===== config.mk =====
export PLATFORM = sky130hd
export DESIGN_NAME = seg_bus_monitor
export DESIGN_NICKNAME = d
export VERILOG_FILES = /design/src/rtl/seg_mon_pkg.sv /design/src/rtl/btn_debounce.sv /design/src/rtl/seg_bus_monitor.sv
export SDC_FILE = /design/constraint.sdc
export NUM_CORES = 1
export LEC_CHECK = 0
export CORE_UTILIZATION = 40
export CTS_CLUSTER_SIZE = 24
export DETAILED_ROUTE_END_ITERATION = 8
export HOLD_SLACK_MARGIN = 0.12
export MAX_ROUTING_LAYER = met4
export PLACE_DENSITY_LB_ADDON = 0.12
export SYNTH_ARGS = -nofsm -noshare
export SYNTH_HDL_FRONTEND = slang
export SYNTH_HIERARCHICAL = 1
export SYNTH_SLANG_ARGS = --single-unit

===== constraint.sdc =====
create_clock -name clk -period 6.3 [get_ports clk]
set_clock_uncertainty 0.15 [all_clocks]
set_input_delay 1.89 -clock clk [delete_from_list [all_inputs] [get_ports clk]]
set_output_delay 1.89 -clock clk [all_outputs]
set_load 0.01 [all_outputs]

===== src/rtl/seg_mon_pkg.sv =====
// Shared types for the seven-segment bus monitor: view encodings, hold states, display width.
package seg_mon_pkg;

  localparam int DISP_W = 16;

  typedef enum logic [1:0] {
    MODE_ADDR  = 2'd0,
    MODE_WRITE = 2'd1,
    MODE_READ  = 2'd2,
    MODE_COUNT = 2'd3
  } mode_t;

  typedef enum logic {
    ST_RUN  = 1'b0,
    ST_HOLD = 1'b1
  } hold_t;

  function automatic mode_t next_mode(input mode_t m);
    return mode_t'(m + 2'd1);
  endfunction

endpackage


===== src/rtl/btn_debounce.sv =====
// Active-low push-button conditioner: two-flop synchroniser, stability timer, press pulse.
module btn_debounce #(
  parameter int DEBOUNCE_CYCLES = 250000
) (
  input  logic clk,
  input  logic rst,
  input  logic raw_n,
  output logic press
);

  localparam int CW = $clog2(DEBOUNCE_CYCLES + 1);
  localparam logic [CW-1:0] RELOAD = CW'(DEBOUNCE_CYCLES - 1);

  logic          sync1;
  logic          sync2;
  logic          level;
  logic [CW-1:0] cnt;

  // Down-counter reloads on any agreeing sample; terminal count accepts the new level.
  always_ff @(posedge clk or posedge rst) begin
    if (rst) begin
      sync1 <= 1'b1;
      sync2 <= 1'b1;
      level <= 1'b1;
      cnt   <= RELOAD;
      press <= 1'b0;
    end else begin
      sync1 <= raw_n;
      sync2 <= sync1;
      press <= 1'b0;
      if (sync2 == level) begin
        cnt <= RELOAD;
      end else if (cnt == '0) begin
        level <= sync2;
        cnt   <= RELOAD;
        press <= ~sync2;
      end else begin
        cnt <= cnt - CW'(1);
      end
    end
  end

endmodule


===== src/rtl/seg_bus_monitor.sv =====
// Snoops the CPU bus and builds the 16-bit word shown on the four-digit hex display.
// state   | meaning
// ADDR    | show last bus address
// WRITE   | show {last write addr[7:0], write data}
// READ    | show {last read addr[7:0], read data}
// COUNT   | show write-event counter
// RUN     | display follows selected view
// HOLD    | display frozen, capture continues
module seg_bus_monitor
  import seg_mon_pkg::*;
#(
  parameter int DEBOUNCE_CYCLES = 250000,
  parameter int CNT_W           = 16
) (
  input  logic              clk,
  input  logic              rst,
  input  logic [15:0]       cpu_addr,
  input  logic [7:0]        cpu_dout,
  input  logic [7:0]        cpu_din,
  input  logic              cpu_en,
  input  logic              cpu_we,
  input  logic              btn_mode_n,
  input  logic              btn_hold_n,
  output logic [DISP_W-1:0] disp_data,
  output logic [1:0]        mode,
  output logic              hold
);

  logic [15:0]      addr_q;
  logic [7:0]       wr_addr_lo;
  logic [7:0]       wr_data;
  logic [7:0]       rd_addr_lo;
  logic [7:0]       rd_data;
  logic [CNT_W-1:0] wcnt;
  logic             mode_press;
  logic             hold_press;
  mode_t            mode_q;
  hold_t            hold_q;

  btn_debounce #(.DEBOUNCE_CYCLES(DEBOUNCE_CYCLES)) u_mode_btn (
    .clk   (clk),
    .rst   (rst),
    .raw_n (btn_mode_n),
    .press (mode_press)
  );

  btn_debounce #(.DEBOUNCE_CYCLES(DEBOUNCE_CYCLES)) u_hold_btn (
    .clk   (clk),
    .rst   (rst),
    .raw_n (btn_hold_n),
    .press (hold_press)
  );

  always_ff @(posedge clk or posedge rst) begin
    if (rst) begin
      addr_q     <= '0;
      wr_addr_lo <= '0;
      wr_data    <= '0;
      rd_addr_lo <= '0;
      rd_data    <= '0;
      wcnt       <= '0;
    end else if (cpu_en) begin
      addr_q <= cpu_addr;
      if (cpu_we) begin
        wr_addr_lo <= cpu_addr[7:0];
        wr_data    <= cpu_dout;
        wcnt       <= wcnt + CNT_W'(1);
      end else begin
        rd_addr_lo <= cpu_addr[7:0];
        rd_data    <= cpu_din;
      end
    end
  end

  // The display register samples with the pre-edge state, so a view change shows one cycle later.
  always_ff @(posedge clk or posedge rst) begin
    if (rst) begin
      mode_q    <= MODE_ADDR;
      hold_q    <= ST_RUN;
      disp_data <= '0;
    end else begin
      if (hold_q == ST_RUN) begin
        case (mode_q)
          MODE_ADDR:  disp_data <= addr_q;
          MODE_WRITE: disp_data <= {wr_addr_lo, wr_data};
          MODE_READ:  disp_data <= {rd_addr_lo, rd_data};
          MODE_COUNT: disp_data <= wcnt[DISP_W-1:0];
        endcase
      end
      if (mode_press) mode_q <= next_mode(mode_q);
      if (hold_press) hold_q <= (hold_q == ST_RUN) ? ST_HOLD : ST_RUN;
    end
  end

  assign mode = mode_q;
  assign hold = (hold_q == ST_HOLD);

endmodule


==> results.cfg <==
[yosys]
synth-adder-area-share_pct = 1.56
ys_seq_area_share_pct = 57.2
yosys_warnings = 6
synth_edf_count = 0
synth_top_family_by_area = simple AND/OR/NAND/NOR gates
synth_mux_area_share_pct = 10.0
synth_cells = 472
postSynthAreaPerCell_um2 = 11.9
async_reset_ff_share_pct = 100
synthXorXnorAreaFrac_pct = 5.77
ys.flop_type = dfrtp_1
synth_compound_area_share_pct = 9.96
syn-cell-area_um2 = 5620
synth_seq_cells = 127
synth.distinct_cells = 46
synth-simple-area-share_pct = 12.9
syn_nets = 517

[pwr]
swShare_pct = 22.5
powerDensity_nw_per_um2 = 301
pwr-share-clk_pct = 45.6
leakagePower_nw = 2.81
p_int_mw = 1.61
seq_power_share_pct = 46.0
p_comb_share_pct = 8.4
ir_worst_vdd_mv = 0.270
p_sw_mw = 0.466

[floorplanning]
die_y_um = 120
fp.dieW_um = 120
start_util_pct = 41.8
rows = 42
die_area_um2 = 14500
fp.coreArea_um2 = 13500
io_pins = 57

[timing]
tightestPinTransition_ns = 1.10
period_needed_ns = 4.08
maxSlewViolCount = 0
rsz0062_at_grt = false
hold_violations = 0
finalCritPeriodShare_pct = 64.8
setup-tns-final_ns = 0
max-slew-margin-rel_pct = 26.6
finalSetupViolCount = 0
fmax_ghz = 0.245

[clock_network]
cts_hold_buf = 0
htree_levels = 4
cts_tree = done
post_cts_resize_count = 0
cts.path.max_buffers = 2
worstSkewPairLatency_ns = 0.41
cts_num_sinks = 127
cts_setup_buffers = 0
cts-root-buf = clkbuf_16
path_clk_slew_ns = 0.05
cts_buffers = 17

[worst_setup_path]
crit_arrival_ns = 4.23
slowest_delay_ns = 1.19
critPathLaunchType = primary input
worstPathMaxFanout = 22
worst-endpoint-required_ns = 6.45
end_kind = register
crit_chain = clkdlybuf4s50_1 > nor2b_1 > buf_4 > mux2_2
criticalPathCategory = primary input to register
slowest_stage = clkdlybuf4s50_1

[cells_and_area]
finalInstanceArea_um2 = 6900
drive_above_1_share_pct = 21.9
stdcell_count = 715
diodes = 0
syn_to_final_growth_pct = 22.8
fin_nets = 571

[global_routing]
antenna_found_initial = 0
grt_pass1_vias = 4054
grt_usage_pct = 19.3
grt_pass1_wl_um = 20500
grt.overflow.total = 0
grt_max_degree = 57

[routing]
ant_nets = 0
firstDrtPassIters = 6
num_vias = 3840
wirelength_um = 12100
drtIter0Drc = 247
viasPerCell = 5.37
drc = 0
detail_route.wl_per_cell_um = 16.9

[placement]
port_buffers = 56
gp_congestion = 0.793
placedCellCount = 683
dpl_cell_area_um2 = 6310
dp_hpwl_um = 8010

[min_path]
min_path_type = register to register

[run_status]
run_status = complete, no violations

[flow_run]
max_cap_violations = 0
[cell type report]
cell class | count | area [um^2]
clock buffers | 27 | 533
clock inverters | 5 | 50.0
fillers | 1218 | 6560
inverters | 13 | 50.0
multi-input cells | 309 | 2260
flip-flops and latches | 127 | 3210
well taps | 176 | 220
repair buffers | 58 | 576
[state kept, by name (all words and copies together), names as in the netlist, 2 cells and up]
register	count
u_hold_btn/cnt	18
wr_data	8
addr_q	16
wr_addr_lo	8
rd_data	8
u_mode_btn/cnt	18
mode	2
rd_addr_lo	8
disp_data	16
wcnt	16
[cell families after synthesis]
family / Yosys count
AOI/OAI and AO/OA: 72
xor gates and xnor gates: 37
adders and majority gates: 7
buffers and inverters: 36
DFF: 127
muxes: 50
and+or+nand+nor: 143
[worst max-delay path: cells and delay by family]
kind                   cells  cell delay, ns
muxes                      1            0.36
and+or+nand+nor            1            0.48
buffers and inverters      2            1.49
[cell usage after synthesis, types with 3 or more instances]
library cell  number  area, um^2
nor4_1             6        37.5
dfrtp_1          101        2530
mux2_2            50         563
nand2_1           54         203
nand3_1            8        40.0
a222oi_1          15         150
nor2_1            31         116
nand4_1            5        31.3
o41ai_1            4        35.0
o21ai_0            8        40.0
inv_1             13        48.8
ha_1               7        87.6
or4_4              3        33.8
xor2_1             9        78.8
buf_2              5        25.0
nor4b_1            4        35.0
o31ai_1            4        30.0
or4_1              8        60.1
clkbuf_1          13        48.8
or3_1              6        37.5
a21oi_1            7        35.0
o21a_1             8        60.1
and3_1             3        18.8
xnor2_1           28         245
o211ai_1          11        82.6
a22o_1             6        52.6
dfstp_2           26         683
[power groups by stage]
stage	combinational (mW)	sequential, mW	clock, mW
6_report	0.175	0.955	0.948
5_1_grt	0.197	0.964	1.01
4_1_cts	0.178	0.954	0.973
3_5_place_dp	0.177	0.968	0
3_3_place_gp	0.174	0.966	0
2_1_floorplan	0.110	0.951	0
[metrics by stage]
step | hold WS [ns] | setup slack [ns] | power, mW | utilization (%)
global placement | 0.196 | 1.87 | 1.14 | 46.9
finish | 0.204 | 2.22 | 2.08 | 51.3
floorplan | 0.195 | 2.12 | 1.06 | -
detailed placement | 0.198 | 1.80 | 1.15 | 46.9
CTS | 0.205 | 2.24 | 2.11 | 51.3
global route | 0.209 | 2.08 | 2.17 | 51.3
[metal layers]
metal | global-route usage, % | up-vias | part of all wire (%)
met5 | - | - | 0
met4 | 9.03 | 0 | 1.8
met3 | 5.05 | 14 | 4.4
met2 | 28.6 | 76 | 47
met1 | 24.8 | 1933 | 46
li1 | - | 1817 | -
[cell usage in the layout (no fill, tap or decap), types with 9 or more instances in the layout]
| master | synthesis | final |
|---|---|---|
| mux2_2 | 50 | 50 |
| clkdlybuf4s50_1 | 0 | 56 |
| xnor2_1 | 28 | 28 |
| clkbuf_16 | 0 | 17 |
| dfstp_2 | 26 | 26 |
| a222oi_1 | 15 | 15 |
| dfrtp_1 | 101 | 101 |
| inv_1 | 13 | 12 |
| xor2_1 | 9 | 9 |
| nor2_1 | 31 | 31 |
| o211ai_1 | 11 | 11 |
| nand2_1 | 54 | 54 |
[path summary, 6_finish.rpt]
path | from | to | slack [ns] | cells after the start
max | cpu_en | rd_data[1] | 2.22 | 4
min | u_mode_btn/sync1 | u_mode_btn/sync2 | 0.20 | 0
max reg2reg | u_hold_btn/cnt[0] | u_hold_btn/cnt[8] | 3.76 | 6
min reg2reg | u_mode_btn/sync1 | u_mode_btn/sync2 | 0.20 | 0
max in group asynchronous | rst | wcnt[0] | 3.15 | 3
min in group asynchronous | rst | u_mode_btn/press | 1.89 | 2
No activity file was read; power rests on OpenSTA's default activity.
